### src/rtl/comp_pkg.sv
// Shared types and constants for the pipelined magnitude comparator.
// Holds the slice width, the per-slice result struct and the counter ceiling helper.
package comp_pkg;

    localparam int SLICE_W = 2;

    typedef struct packed {
        logic eq;
        logic gt;
        logic lt;
    } slice_res_t;

    // All-ones value for a counter of width w, clipped to 64 bits.
    function automatic logic [63:0] cnt_max(input int w);
        if (w >= 64) begin
            return '1;
        end
        return (64'd1 << w) - 64'd1;
    endfunction

endpackage

### src/rtl/cmp2_slice.sv
// Two-bit magnitude slice: produces eq/gt/lt for one slice of the operands.
module cmp2_slice
    import comp_pkg::*;
(
    input  logic [SLICE_W-1:0] i_a,
    input  logic [SLICE_W-1:0] i_b,
    output slice_res_t         o_res
);

    assign o_res.eq = (i_a == i_b);
    assign o_res.gt = (i_a >  i_b);
    assign o_res.lt = (i_a <  i_b);

endmodule

### src/rtl/pipe_mag_comparator.sv
// Two-stage elastic magnitude comparator with a saturating equality counter.
// Define COMP_SIGNED_EN to add the signed_mode port and two's-complement compares.
module pipe_mag_comparator
    import comp_pkg::*;
#(
    parameter int WIDTH = 8,
    parameter int CNT_W = 16
) (
    input  logic             clk,
    input  logic             rst_n,
    input  logic             in_valid,
    output logic             in_ready,
    input  logic [WIDTH-1:0] a,
    input  logic [WIDTH-1:0] b,
`ifdef COMP_SIGNED_EN
    input  logic             signed_mode,
`endif
    output logic             out_valid,
    input  logic             out_ready,
    output logic             eq,
    output logic             gt,
    output logic             lt,
    input  logic             clear_cnt,
    output logic [CNT_W-1:0] eq_count
);

    localparam int NSL = WIDTH / SLICE_W;
    localparam logic [CNT_W-1:0] C_CNT_MAX = CNT_W'(cnt_max(CNT_W));

    if ((WIDTH % SLICE_W) != 0 || WIDTH < 2 || WIDTH > 64) begin : g_bad_width
        $error("pipe_mag_comparator: WIDTH must be even and within 2..64");
    end

    logic [WIDTH-1:0] w_a_adj;
    logic [WIDTH-1:0] w_b_adj;
    slice_res_t       w_slice [NSL];
    slice_res_t       r_s1_res [NSL];
    logic             r_s1_valid;
    logic             r_s2_valid;
    logic             r_s2_eq;
    logic             r_s2_gt;
    logic             r_s2_lt;
    logic             w_s1_adv;
    logic             w_s2_adv;
    logic             w_comb_eq;
    logic             w_comb_gt;
    logic             w_comb_lt;
    logic             w_out_hs;
    logic [CNT_W-1:0] r_eq_count;

`ifdef COMP_SIGNED_EN
    // Flipping both sign bits maps two's complement onto offset binary,
    // so the unsigned slices then order signed values correctly.
    assign w_a_adj = {a[WIDTH-1] ^ signed_mode, a[WIDTH-2:0]};
    assign w_b_adj = {b[WIDTH-1] ^ signed_mode, b[WIDTH-2:0]};
`else
    assign w_a_adj = a;
    assign w_b_adj = b;
`endif

    for (genvar i = 0; i < NSL; i++) begin : g_slice
        cmp2_slice u_slice (
            .i_a   (w_a_adj[i*SLICE_W +: SLICE_W]),
            .i_b   (w_b_adj[i*SLICE_W +: SLICE_W]),
            .o_res (w_slice[i])
        );
    end

    assign w_s2_adv = !r_s2_valid || out_ready;
    assign w_s1_adv = !r_s1_valid || w_s2_adv;
    assign in_ready = w_s1_adv;

    always_ff @(posedge clk) begin
        if (!rst_n) begin
            r_s1_valid <= 1'b0;
            r_s2_valid <= 1'b0;
        end else begin
            if (w_s1_adv) begin
                r_s1_valid <= in_valid;
            end
            if (w_s2_adv) begin
                r_s2_valid <= r_s1_valid;
            end
        end
    end

    always_ff @(posedge clk) begin
        if (w_s1_adv && in_valid) begin
            for (int i = 0; i < NSL; i++) begin
                r_s1_res[i] <= w_slice[i];
            end
        end
        if (w_s2_adv && r_s1_valid) begin
            r_s2_eq <= w_comb_eq;
            r_s2_gt <= w_comb_gt;
            r_s2_lt <= w_comb_lt;
        end
    end

    // Walk upward so the most significant unequal slice has the last word.
    always_comb begin
        w_comb_eq = 1'b1;
        w_comb_gt = 1'b0;
        w_comb_lt = 1'b0;
        for (int i = 0; i < NSL; i++) begin
            if (!r_s1_res[i].eq) begin
                w_comb_eq = 1'b0;
                w_comb_gt = r_s1_res[i].gt;
                w_comb_lt = r_s1_res[i].lt;
            end
        end
    end

    assign out_valid = r_s2_valid;
    assign eq        = r_s2_valid && r_s2_eq;
    assign gt        = r_s2_valid && r_s2_gt;
    assign lt        = r_s2_valid && r_s2_lt;
    assign w_out_hs  = r_s2_valid && out_ready;

    always_ff @(posedge clk) begin
        if (!rst_n) begin
            r_eq_count <= '0;
        end else if (clear_cnt) begin
            r_eq_count <= '0;
        end else if (w_out_hs && r_s2_eq && (r_eq_count != C_CNT_MAX)) begin
            r_eq_count <= r_eq_count + 1'b1;
        end
    end

    assign eq_count = r_eq_count;

endmodule

### config.mk
export PLATFORM = sky130hd
export DESIGN_NAME = pipe_mag_comparator
export DESIGN_NICKNAME = d
export VERILOG_FILES = /design/src/rtl/comp_pkg.sv /design/src/rtl/cmp2_slice.sv /design/src/rtl/pipe_mag_comparator.sv
export SDC_FILE = /design/constraint.sdc
export NUM_CORES = 1
export LEC_CHECK = 0
export CAP_MARGIN = 20
export CORE_MARGIN = 2
export CORE_UTILIZATION = 45
export CTS_CLUSTER_SIZE = 25
export DETAILED_ROUTE_END_ITERATION = 8
export PLACE_DENSITY = 0.74
export SYNTH_ARGS = -nofsm -noshare
export SYNTH_HDL_FRONTEND = slang
export SYNTH_SLANG_ARGS = --single-unit
### constraint.sdc
create_clock -name clk -period 4.11 [get_ports clk]
set_clock_uncertainty 0.15 [all_clocks]
set_input_delay 0.6165 -clock clk [delete_from_list [all_inputs] [get_ports clk]]
set_output_delay 0.6165 -clock clk [all_outputs]
set_load 0.005 [all_outputs]
Yosys cells after proc, flatten, opt, wreduce, memory -nomap -nowiden. Memories as Yosys holds them, arrays and structs flattened. Index checks and enable logic that the tools add are counted.

Input port bits: 21. Bits in writable memories: 12. Bits in latches: 0. Output and inout port bits: 21. Bits in read-only memories: 0. Logic and storage cells: 47. Memories kept: 1. Register bits after elaboration: 21.

$mul: 0. Divide/modulo/power cells: 0. Add/subtract/negate cells: 1. Shift operators: 0. Muxes and demuxes: 11. Reductions and logical operators: 14. Bitwise gates (word level): 1. $lt $le $gt $ge: 8. Equality and inequality tests: 5.

Memory list: r_s1_res (depth 4, bits a word 3, rd ports 4, clocked after memory_dff 0, write ports 4, line pipe_mag_comparator.sv:37) `slice_res_t r_s1_res [NSL];`.

Operators with widths (number): $add A16 B1 Y16 const B (1); $ne A16 B16 Y1 const B (1); $mux W1 (11); $eq A2 B2 Y1 (4); $gt A2 B2 Y1 (4); $logic_and A1 B1 Y1 (8); $lt A2 B2 Y1 (4); $reduce_and A3 Y1 (1); $logic_not A1 Y1 (2); $logic_or A1 B1 Y1 (2); $reduce_or A2 Y1 (1); $not A1 Y1 (1).

Logic depth before layout (Yosys ltp). Gate-level depths: netlist (run 1).

Depth after elaboration: 6. Depth in mapped cells: 6. Mapped depth without buffers: 5.

Hierarchy. From an unflattened synthesis (run 1), not the netlist that was laid out.

Cell total of the unflattened synthesis: 181. Area total of the unflattened synthesis: 1727.9 sq um.

Modules (own cells, without submodules): pipe_mag_comparator (cells each 145, instances 1, seq. area each 810.8 sq um, area each 1477.7 sq um); cmp2_slice (cells each 9, instances 4, seq. area each 0.0 sq um, area each 62.6 sq um).

Worst setup path after synthesis (run 1). Ideal clock, no wire load.

Path kind: input to register. From: in out_ready. To: reg r_eq_count[13] (netlist: eq_count[13]). Setup time: 0.070 ns. Stages: 4. Required time: 3.890 ns. Slack: 2.367 ns. Data arrival time: 1.523 ns. Buffers on the path: 0. Cells stage by stage: and3_4 nand4_4 or4_1 a21oi_1.

Longest elaborated chain between the ends: 3.

RTL lines: start: declaration (line pipe_mag_comparator.sv:19) `input logic out_ready,`; $logic_and A1 B1 Y1 (line pipe_mag_comparator.sv:118) `assign w_out_hs = r_s2_valid && out_ready;`; $logic_and A1 B1 Y1 (2 in series) (line pipe_mag_comparator.sv:125) `end else if (w_out_hs && r_s2_eq && (r_eq_count != C_CNT_MAX)) begin`; end signal: assignment (line pipe_mag_comparator.sv:126) `r_eq_count <= r_eq_count + 1'b1;`; end: declaration (line pipe_mag_comparator.sv:49) `logic [CNT_W-1:0] r_eq_count;`.

Every way passes these cells. A chain may end at the register's enable or synchronous reset.

Final worst setup path (run 1).
From: in out_ready. To: out in_ready.

Longest elaborated chain between the ends: 2.

RTL lines: $logic_or A1 B1 Y1 (line pipe_mag_comparator.sv:69) `assign w_s2_adv = !r_s2_valid || out_ready;`; $logic_or A1 B1 Y1 (line pipe_mag_comparator.sv:70) `assign w_s1_adv = !r_s1_valid || w_s2_adv;`; end: declaration (line pipe_mag_comparator.sv:12) `output logic in_ready,`.

Every way passes these cells.

==> run summary, run 1 <==
Summing the areas of all and, or, nand and nor instances in the mapped netlist gives 25.6% of the synthesized area. In the final layout, the share of cells above drive strength 1 is 7.37%. Type of the worst setup path: in -> out. In this run the core area contains 22 standard-cell rows. Measured against the total synthesized area, the mux share comes to 0%. Summing the areas of all fa, ha and maj instances in the mapped netlist gives 6.67% of the synthesized area. The clock-pin slew on the worst setup and hold paths is 0.06 ns. The main flop type after synthesis was sky130_fd_sc_hd__dfxtp_1.

For this run, the post-layout net count is 246. The synthesis-to-layout area growth was 32.1%; the areal power density over the cells was 296 nW/µm². The highest fanout seen on the critical path was 5; the remaining antenna violation count was 0.

The number of filler cells placed in the layout was 330. The tools report the kind of start point of the critical path as a primary input. The tools report the utilization after layout as 61.4%.

For the number of instances resized during post-cts repair, the log shows 0. The actual slew at the worst max-slew pin is 0.912 ns. The count of pins on the block boundary was 42; the netlist area before placement was 1690 µm². Registers take 811 µm².

Vias per cell: 5.53. The count of different cell masters after synthesis is 42. The number of max-capacitance violations reported is 0. Dividing the final minimum period by the clock period gives 65.4%. For this block, the via count after detailed routing is 1,465.

The post-synthesis instance total was 170; the post-CTS setup buffer count was 0. For the maximum resistive drop on vdd, the log shows 0.197 mV. The register bit count reported by yosys came out at 33. The die is 65.2 µm tall.

The detailed router finished its first iteration with 40 violations. Global routing used 17.2% of the available tracks across all layers. CTS placed an instance of sky130_fd_sc_hd__clkbuf_8 at the clock tree root. After detailed routing, the number of remaining DRC violations is 0. Global routing consumed, on the met2 layer, 34.4% of the routing resources.

The number of nets handed over by synthesis was 200. The clock passes through at most 2 buffers. STA classifies the critical path endpoint as a primary output. Worst endpoint required time: 3.34 ns.

The path category of the worst min-delay check was reg -> reg. For the post-DP HPWL, the log shows 2640 µm. Hold violation total from the final report: 0. TritonCTS built the clock tree.

The met1 demand-to-capacity share in global routing came out at 15.6%. The total area of multi-input combinational cells came out at 805 µm². Global routing used 4.97% of the available met3 tracks.

After detailed routing, the average wire length per cell comes to 12.6 µm. The logs give 0.816 nW for the standby leakage power and 15 for the largest net degree at the start of global routing. Synthesis warning total: 0. Count of final max-slew check failures: 0.

TritonCTS created 5 clock buffers. After detailed routing, the total wire length is 3350 µm. Setup repair after global routing left no endpoint under its margin. The first global-routing pass estimated 5620 µm of wire. The cell class contributing the biggest share of worst-path delay is buffers and inverters. Setup violations remaining at the end of the flow were counted as 0. The die covers 4260 µm². The deepest level of the CTS H-tree was 2; the number of antenna violations at the first check in global routing was 0. At the worst endpoint, the arrival time is 1.92 ns. The tools report the sequential-to-total area share from yosys stat as 48.0%. The critical path goes through clkdlybuf4s50_1, nor2b_1, nand2_1, clkdlybuf4s50_1. The leftover overflow at the end of global routing came out at 0. The first TritonRoute pass finished after 4 iterations. The starting density of the core is 46.5%. Of all flip-flops after synthesis, the portion carrying an async set or reset was 0%. The repair_antennas step left the layout with diodes totalling 0.

By instance count, the cell type seen most on the critical path is sky130_fd_sc_hd__clkdlybuf4s50_1. For the number of buffers added to fix hold violations after cts, the log shows 0. The global routing stage identified its most utilized layer as met2. Timing would allow up to 372 MHz. The floorplan core area came out at 3630 µm². In this run the horizontal extent of the chip is 65.2 µm.

Across all hold checks on the routed design, the worst slack comes to 0.359 ns. The run gives 33 as the total number of clock tree sinks. For the number of global-route vias before repair, the log shows 1,377. Buffers placed on the I/O ports in this run total 41.

The number of buffers and inverters on the critical path is 2. The synthesized netlist devotes 14.4% of its cell area to compound gates. The synthesized design contains 15 enable-type register cells. For the setup TNS after final layout, the log shows 0 ns. The flow ran to the end, and the final reports show no timing, DRC or antenna violations. The synthesized netlist devotes 1.04% of its cell area to XOR and XNOR gates. A synthesized cell averages 9.93 µm².

The largest individual stage delay along the critical path comes from the cell sky130_fd_sc_hd__clkdlybuf4s50_1. The logs give 0.28 ns for the clock latency reported for the late side of the worst-skew pair and 0.660 mW for the total power. The peak per-stage delay on the critical path is 0.49 ns, and the post-route minimum period is 2.69 ns. The max-slew headroom at the worst pin is 38.7%. Routability-driven placement finished with a final weighted congestion of 0.855.

The combinational family with the most area after synthesis is simple AND/OR/NAND/NOR gates.
final timing paths:
| kind | from | to | slack [ns] | cells after the start |
|---|---|---|---|---|
| worst max-delay path | out_ready | in_ready | 1.42 | 4 |
| worst min-delay path | eq_count[15] | eq_count[15] | 0.36 | 2 |
| worst max register to register | eq_count[5] | eq_count[5] | 1.94 | 4 |
| worst min register to register | eq_count[15] | eq_count[15] | 0.36 | 2 |
stage by stage:
stage | cells | worst slack, ns | cell area [µm²]
5_1_grt | 265 | 1.34 | 2230
4_1_cts | 265 | 1.40 | 2230
6_report | 265 | 1.42 | 2230
2_1_floorplan | 170 | 2.37 | 1690
3_5_place_dp | 257 | 1.41 | 2150
3_3_place_gp | 257 | 1.41 | 2150
routing by layer:
layer / part of all wire (%) / vias to the layer above / wire length [µm]
met1: 35 / 692 / 1170
met5: 0 / - / 0
met3: 4.9 / 5 / 164
li1: - / 722 / -
met2: 58 / 46 / 1960
met4: 1.8 / 0 / 60
worst register-to-register path: stages, from the launching register on:
cell and delay (ns):
sky130_fd_sc_hd__dfxtp_1 0.44, sky130_fd_sc_hd__nand4_1 0.28, sky130_fd_sc_hd__nor4_2 0.88, sky130_fd_sc_hd__or4_1 0.22
sky130_fd_sc_hd__a21oi_1 0.07
cells by family (layout without fill, tap and decap cells):
family / after synthesis / in the layout
AOI/OAI and AO/OA: 38 / 38
xor gates and xnor gates: 2 / 2
DFF: 33 / 33
adders and majority gates: 9 / 9
buffers and inverters: 19 / 66
and+or+nand+nor: 69 / 69
synth_stat cells (all sizes together), types with 2 or more instances:
master	number	area (µm²)
o211ai	3	22.5
o31ai	6	45.0
xnor2	2	17.5
edfxtp	15	450
nand2	12	47.6
nand4	6	58.8
and2	9	57.6
nor3	2	10.0
nand3	3	15.0
ha	9	113
a21oi	15	75.1
o21ai	6	30.0
or3	3	18.8
nor2b	4	25.0
dfxtp	18	360
nor2	12	45.0
or4	5	37.5
and4	4	40.0
nor4	3	31.3
nand2b	2	12.5
and3	3	25.0
inv	17	63.8
power by group:
group,internal (mW),switching [mW]
Clock,0.120,0.109
Sequential,0.362,0.00767
Combinational,0.0352,0.0261
Total,0.517,0.142
area by class of cell:
cell class / instances / area share [%]
Inverter: 17 / 2.86
Timing Repair Buffer: 41 / 18.4
Sequential cell: 33 / 36.4
Clock buffer: 8 / 3.59
Multi-Input combinational cell: 118 / 36.1
Tap cell: 48 / 2.69
registers in the layout (all words and copies together) (netlist names):
signal / flops
eq_count: 16
out_valid: 1
r_s1_res: 12
r_s1_valid: 1
r_s2_eq: 1
r_s2_gt: 1
r_s2_lt: 1
layout by cell type (no fill, tap or decap), drive strengths merged, types with 2 or more instances in the layout:
master         synthesis  layout
nand2b                 2       2
ha                     9       9
xnor2                  2       2
and2                   9       9
edfxtp                15      15
clkdlybuf4s50          0      41
nor2b                  4       4
or3                    3       3
o21ai                  6       6
nand3                  3       3
and3                   3       3
nand2                 12      12
nor2                  12      12
o31ai                  6       6
nand4                  6       6
and4                   4       4
clkbuf                 1       8
nor3                   2       2
dfxtp                 18      18
or4                    5       5
nor4                   3       3
o211ai                 3       3
a21oi                 15      15
inv                   17      17
No activity file was read; power rests on OpenSTA's default activity.
==> inputs of run 2 (changes only) <==
- clock period: 4.11 -> 2.6 ns (I/O delays scaled with it)
==> run summary, run 2 (same netlist as run 1, synthesis figures left out) <==
The run finished with clean final reports. The number of vias after detailed routing was 1,444 (was 1,465); the slack of the worst reg-to-reg path was 0.74 ns (was 1.94 ns). The critical register-to-register path startpoint is eq_count[0] (was eq_count[5]). The tools report the number of antenna violations at the first check in global routing as 0 (unchanged). The number of port buffers was 41 (unchanged); the number of instances resized during post-cts repair was 0 (unchanged). The tools report the portion of total power attributed to the clock network as 34.5% (was 34.7%).

The logs give 0 (unchanged) for the number of max-capacitance violations reported and 4 (unchanged) for the count of TritonRoute iterations in the first routing pass. First-pass GRT wire length: 5800 µm (was 5620 µm). The count of pins on the block boundary is 42 (unchanged), and the deepest clock path buffer count is 2 (unchanged). TritonCTS built the clock tree. The fraction of layout instances using a drive strength above 1 was 8.22% (was 7.37%); the peak per-stage delay on the critical path was 0.49 ns (about the same). The deepest level of the CTS H-tree is 2 (unchanged). The number of placed cells counting well taps was 259 (was 257).

The cell depth of the worst min-delay path is 2 (unchanged), and the sequential fraction of design power is 56.1% (about the same). The overall global routing resource usage is 18.0% (was 17.2%), and the largest net degree at the start of global routing is 13 (was 15). The final design area excluding fillers came out at 2240 µm² (was 2230 µm²). The setup slack at placement was 0.348 ns (was 1.41 ns); the total number of clock tree sinks was 33 (unchanged). The critical path endpoint category was a primary output (unchanged).

Max-slew headroom at the worst pin: 66.2% (was 38.7%). Highest-count cells in the layout ignoring fill and taps: sky130_fd_sc_hd__clkdlybuf4s50_1 (41), sky130_fd_sc_hd__dfxtp_1 (18), sky130_fd_sc_hd__inv_1 (17), sky130_fd_sc_hd__a21oi_1 (15), sky130_fd_sc_hd__edfxtp_1 (15) (unchanged). The path depth of the worst reg2reg path is 5 (was 4), and the post-CTS setup buffer count is 0 (unchanged).

The smallest clock period supported by the final layout is computed as 2.24 ns. The starting density of the core is 46.5% (unchanged), and the number of flip-flops under the largest register name is 16 (unchanged). The share of total power consumed by net switching was 21.5% (was 21.6%); the clock-pin slew on the worst setup and hold paths was 0.06 ns (about the same). The tools report the weighted congestion at the end of routability-driven global placement as 0.833 (was 0.855). The run gives 1.70 ns (was 1.92 ns) as the critical path data arrival time. The cell seen most often among critical-path stages was sky130_fd_sc_hd__clkdlybuf4s50_1 (unchanged).

The run gives 0 (unchanged) as the count of final max-slew check failures. The cell with the largest stage delay on the worst path is sky130_fd_sc_hd__clkdlybuf4s50_1 (unchanged). Total of endpoints with negative setup slack in the final report: 0 (unchanged).

The commonest non-fill, non-tap cell in the layout was sky130_fd_sc_hd__clkdlybuf4s50_1 (unchanged). The root cell of the clock tree was sky130_fd_sc_hd__clkbuf_8 (unchanged). The logs give 0.819 mW (was 0.517 mW) for the cell-internal power and 22 (unchanged) for the cell row count. The capturing point of the worst reg2reg path was eq_count[10] (was eq_count[5]). Remaining antenna violation count: 0 (unchanged). For the leftover overflow at the end of global routing, the log shows 0 (unchanged).

For the switching power summed over all nets, the log shows 0.224 mW (was 0.142 mW). Setup repair after global routing left no endpoint under its margin. For the maximum resistive drop on vdd, the log shows 0.370 mV (was 0.197 mV).

The synthesis-to-layout area growth works out to 33.0% (was 32.1%). The share of the cycle needed by the critical path after routing works out to 86.1%. The slack of the critical path was 0.362 ns (was 1.42 ns); the vias per cell was 5.41 (was 5.53). Cells traversed along the worst timing path: clkdlybuf4s50_1, nor2b_1, nand2_1, clkdlybuf4s50_1 (unchanged).

The run gives 2820 µm (was 2640 µm) as the post-DP HPWL. The highest fanout seen on the critical path was 5 (unchanged). The tools report the total number of nets in the final design as 248 (was 246). The post-layout instance count excluding filler cells is 267 (was 265), and the utilization after layout is 61.8% (was 61.4%). The antenna diode count is 0 (unchanged), and the actual slew at the worst max-slew pin is 0.507 ns (was 0.912 ns).

Path category of the worst min-delay check: reg -> reg (unchanged). The clock latency reported for the late side of the worst-skew pair is 0.28 ns (about the same). The standby leakage power came out at 0.826 nW (was 0.816 nW). The kind of start point of the critical path was a primary input (unchanged). The tools report the number of buffers added to fix hold violations after cts as 0 (unchanged). The chip width came out at 65.2 µm (unchanged). The worst path buffer plus inverter count is 2 (unchanged). The setup TNS after final layout was 0 ns (unchanged). The hold violation total from the final report is 0 (unchanged).

The run gives 123 (was 40) as the iteration-0 DRC count of the detailed router. The worst hold path endpoint is eq_count[7] (was eq_count[15]). The type of the worst setup path is in -> out (unchanged). The cell area after placement is 2160 µm² (was 2150 µm²). Derived from the worst setup path, the maximum achievable clock frequency is 447 MHz. The number of clock buffers inserted by TritonCTS came out at 5 (unchanged). The average routed wire per standard cell was 13.0 µm (was 12.6 µm). For the die outline area, the log shows 4260 µm² (unchanged). Worst endpoint required time: 2.06 ns (was 3.34 ns). The start point of the worst min-delay path was eq_count[7] (was eq_count[15]). The run gives 3480 µm (was 3350 µm) as the wire length after detailed routing.

The floorplan core area was 3630 µm² (unchanged). The total power was 1.04 mW (was 0.660 mW). Worst hold margin: 0.365 ns (was 0.359 ns). The cell class contributing the biggest share of worst-path delay was buffers and inverters (unchanged).

The combinational group share of total power is 9.4% (was 9.3%). The areal power density over the cells was 465 nW/µm² (was 296 nW/µm²). Number of global-route vias before repair: 1,435 (was 1,377). The die height came out at 65.2 µm (unchanged). The tools report the number of design rule violations left after detail routing as 0 (unchanged).
[run 2: cell types whose count changed in the layout (fill, tap and decap cells not counted)]
| cell | delta |
|---|---|
| sky130_fd_sc_hd__buf_4 | +2 |
[run 2: worst max-delay path by stage]
| stage | slack (ns) | cells after the start | from | to |
|---|---|---|---|---|
| floorplan | 0.96 | 4 | eq_count[2] | eq_count[13] |
| global placement | 0.35 | 4 | out_ready | in_ready |
| detailed placement | 0.35 | 4 | out_ready | in_ready |
| CTS | 0.35 | 4 | out_ready | in_ready |
| global route | 0.26 | 4 | out_ready | in_ready |
| finish | 0.36 | 4 | out_ready | in_ready |
[run 2: cell type report]
class | count | area, µm²
clock buffer | 8 | 80.1
fill | 333 | 1390
inverter | 17 | 63.8
multi-input combinational | 118 | 805
sequential | 33 | 811
tap | 48 | 60.1
timing repair buffer | 43 | 425
[run 2: per-layer routing]
layer / vias up / wire length [µm] / track usage (%) / part of all wire, %
li1: 723 / - / - / -
met1: 677 / 1190 / 15.3 / 34
met2: 38 / 2090 / 37.4 / 60
met3: 6 / 142 / 4.62 / 4.1
met4: 0 / 57 / 8.59 / 1.6
met5: - / 0 / 0 / 0
[run 2: worst register-to-register path, stage by stage, from the launching register on]
cell                       delay, ns
sky130_fd_sc_hd__dfxtp_1        0.41
sky130_fd_sc_hd__ha_1           0.24
sky130_fd_sc_hd__and4_1         0.28
sky130_fd_sc_hd__o2111a_1       0.34
sky130_fd_sc_hd__a31oi_1        0.13
sky130_fd_sc_hd__a41o_1         0.21
[run 2: power by group through the flow]
stage               Clock, mW  Combinational [mW]  Sequential (mW)
detailed placement          0               0.100            0.596
floorplan                   0              0.0487            0.592
CTS                     0.372               0.101            0.585
global route            0.394               0.111            0.587
finish                  0.360              0.0985            0.585
global placement            0              0.0937            0.595
==> inputs of run 3 (changes only) <==
==> constraint.sdc (replaced) <==
create_clock -name clk -period 2.6 [get_ports clk]
set_clock_uncertainty 0.15 [all_clocks]
set_input_delay 0.39 -clock clk [delete_from_list [all_inputs] [get_ports clk]]
set_output_delay 0.39 -clock clk [all_outputs]
set_load 0.1 [all_outputs]
==> run summary, run 3 (same netlist as run 1, synthesis figures left out) <==
The run finished with clean final reports. Antenna diode count: 0 (unchanged). For the cell area after placement, the log shows 2120 µm² (was 2160 µm²).

The logs give 0 (unchanged) for the count of final max-slew check failures and 2650 µm (was 2820 µm) for the post-DP HPWL. The post-route minimum period is 2.03 ns (was 2.24 ns). The overall global routing resource usage is 17.8% (was 18.0%), and the remaining antenna violation count is 0 (unchanged). Total of endpoints with negative setup slack in the final report: 0 (unchanged).

The type of the worst setup path was in -> out (unchanged). The total number of nets in the final design is 247 (was 248), and the worst endpoint required time is 2.06 ns (about the same). The run gives 493 MHz (was 447 MHz) as the maximum clock rate. The kind of start point of the critical path was a primary input (unchanged).

The share of the cycle needed by the critical path after routing came out at 78.1% (was 86.1%). Commonest non-fill, non-tap cell in the layout: sky130_fd_sc_hd__buf_4 (was sky130_fd_sc_hd__clkdlybuf4s50_1). The logs give 0 (unchanged) for the hold violation total from the final report and 46.5% (unchanged) for the starting density of the core. The cell class contributing the biggest share of worst-path delay was buffers and inverters (unchanged).

The wire length after detailed routing was 3450 µm (was 3480 µm); the actual slew at the worst max-slew pin was 0.565 ns (was 0.507 ns). The highest fanout seen on the critical path works out to 5 (unchanged). The number of instances resized during post-cts repair came out at 0 (unchanged). The tools report the capturing point of the worst reg2reg path as eq_count[10] (unchanged). The number of antenna violations at the first check in global routing came out at 0 (unchanged). The average routed wire per standard cell is 13.0 µm (about the same). TritonCTS built the clock tree. For the critical path data arrival time, the log shows 1.49 ns (was 1.70 ns). The number of flip-flops under the largest register name is 16 (unchanged), and the path depth of the worst reg2reg path is 5 (unchanged). The vias per cell was 5.44 (was 5.41); the utilization after layout was 60.5% (was 61.8%).

The logic depth of the worst setup path including buffers is 4 (unchanged). The clock-pin slew on the worst setup and hold paths was 0.06 ns (about the same). The weighted congestion at the end of routability-driven global placement is 0.832 (was 0.833).

The run gives 62.3% (was 66.2%) as the max-slew headroom at the worst pin. Cells traversed along the worst timing path: clkdlybuf4s50_1, nor2b_1, nand2_1, buf_12 (was clkdlybuf4s50_1, nor2b_1, nand2_1, clkdlybuf4s50_1). The chip width is 65.2 µm (unchanged). For the die outline area, the log shows 4260 µm² (unchanged).

The die height was 65.2 µm (unchanged); the worst hold margin was 0.373 ns (was 0.365 ns). For the clock latency reported for the late side of the worst-skew pair, the log shows 0.28 ns (about the same). The tools report the standby leakage power as 0.868 nW (was 0.826 nW). The run gives 42 (unchanged) as the count of pins on the block boundary.

The areal power density over the cells came out at 485 nW/µm² (was 465 nW/µm²). The tools report the beginning of the critical path as out_ready (unchanged). Highest-count cells in the layout ignoring fill and taps: sky130_fd_sc_hd__buf_4 (21), sky130_fd_sc_hd__clkdlybuf4s50_1 (20), sky130_fd_sc_hd__inv_1 (17), sky130_fd_sc_hd__dfxtp_1 (17) (was sky130_fd_sc_hd__clkdlybuf4s50_1 (41), sky130_fd_sc_hd__dfxtp_1 (18), sky130_fd_sc_hd__inv_1 (17), sky130_fd_sc_hd__a21oi_1 (15), sky130_fd_sc_hd__edfxtp_1 (15)). The synthesis-to-layout area growth works out to 30.2% (was 33.0%). Path category of the worst min-delay check: reg -> reg (unchanged). The number of vias after detailed routing is 1,448 (was 1,444). The run gives 0 (unchanged) as the number of buffers added to fix hold violations after cts.

Number of design rule violations left after detail routing: 0 (unchanged). The post-layout instance count excluding filler cells came out at 266 (was 267). Setup repair after global routing left no endpoint under its margin. For the iteration-0 DRC count of the detailed router, the log shows 97 (was 123). The tools report the root cell of the clock tree as sky130_fd_sc_hd__clkbuf_8 (unchanged). The first-pass GRT wire length was 5710 µm (was 5800 µm). The critical path endpoint category was a primary output (unchanged). The number of port buffers works out to 41 (unchanged). The deepest clock path buffer count is 2 (unchanged).

Final design area excluding fillers: 2200 µm² (was 2240 µm²). The cell with the largest stage delay on the worst path is sky130_fd_sc_hd__clkdlybuf4s50_1 (unchanged). The logs give 0 (unchanged) for the number of max-capacitance violations reported and 5 (unchanged) for the number of clock buffers inserted by TritonCTS.

The total number of clock tree sinks came out at 33 (unchanged). The count of TritonRoute iterations in the first routing pass is 4 (unchanged), and the floorplan core area is 3630 µm² (unchanged). The tools report the post-CTS setup buffer count as 0 (unchanged).

For the setup TNS after final layout, the log shows 0 ns (unchanged). The maximum resistive drop on vdd is 0.319 mV (was 0.370 mV). The slack of the worst reg-to-reg path was 0.78 ns (was 0.74 ns); the leftover overflow at the end of global routing was 0 (unchanged). The fraction of layout instances using a drive strength above 1 is 17.9% (was 8.22%).

The critical register-to-register path startpoint is eq_count[0] (unchanged). The number of global-route vias before repair was 1,327 (was 1,435); the largest net degree at the start of global routing was 15 (was 13). The destination of the critical timing path was in_ready (unchanged). The cell row count is 22 (unchanged), and the number of placed cells counting well taps is 258 (was 259).

The peak per-stage delay on the critical path is 0.48 ns (was 0.49 ns). The worst path buffer plus inverter count is 2 (unchanged). For the deepest level of the CTS H-tree, the log shows 2 (unchanged).
## run 3: cell type report
class | count | area (µm²)
inverters | 17 | 63.8
clock buffers | 8 | 80.1
fillers | 308 | 1440
flip-flops and latches | 33 | 812
repair buffers | 42 | 378
well taps | 48 | 60.1
multi-input cells | 118 | 805
## run 3: how the worst min path moves through the flow
stage / start / end / slack (ns) / cells after the start
detailed placement: eq_count[15] / eq_count[15] / 0.36 / 2
floorplan: r_s1_valid / out_valid / 0.33 / 1
global route: eq_count[15] / eq_count[15] / 0.40 / 2
global placement: eq_count[15] / eq_count[15] / 0.34 / 2
finish: eq_count[15] / eq_count[15] / 0.37 / 2
CTS: eq_count[15] / eq_count[15] / 0.37 / 2
## run 3: routing by layer
layer | vias up | global-route usage (%) | routed length [µm]
met5 | - | 0 | 0
met2 | 46 | 33.8 | 1910
met3 | 6 | 6.34 | 213
met4 | 0 | 5.99 | 47
met1 | 671 | 17.6 | 1280
li1 | 725 | - | -
## run 3: through the flow
step / setup WS [ns] / total power, mW
finish: 0.570 / 1.07
global route: 0.450 / 1.12
CTS: 0.550 / 1.08
detailed placement: 0.391 / 0.716
global placement: 0.444 / 0.710
floorplan: 0.0405 / 0.663
## run 3: where the power goes
group | internal (mW) | total [mW] | switching, mW
Sequential | 0.572 | 0.585 | 0.0122
Clock | 0.190 | 0.363 | 0.173
Combinational | 0.0552 | 0.118 | 0.0632
## run 3: worst min-delay path: cells and delay by family (launching register included)
family	cells	cell delay [ns]
compound gates	2	0.14
flops	1	0.34
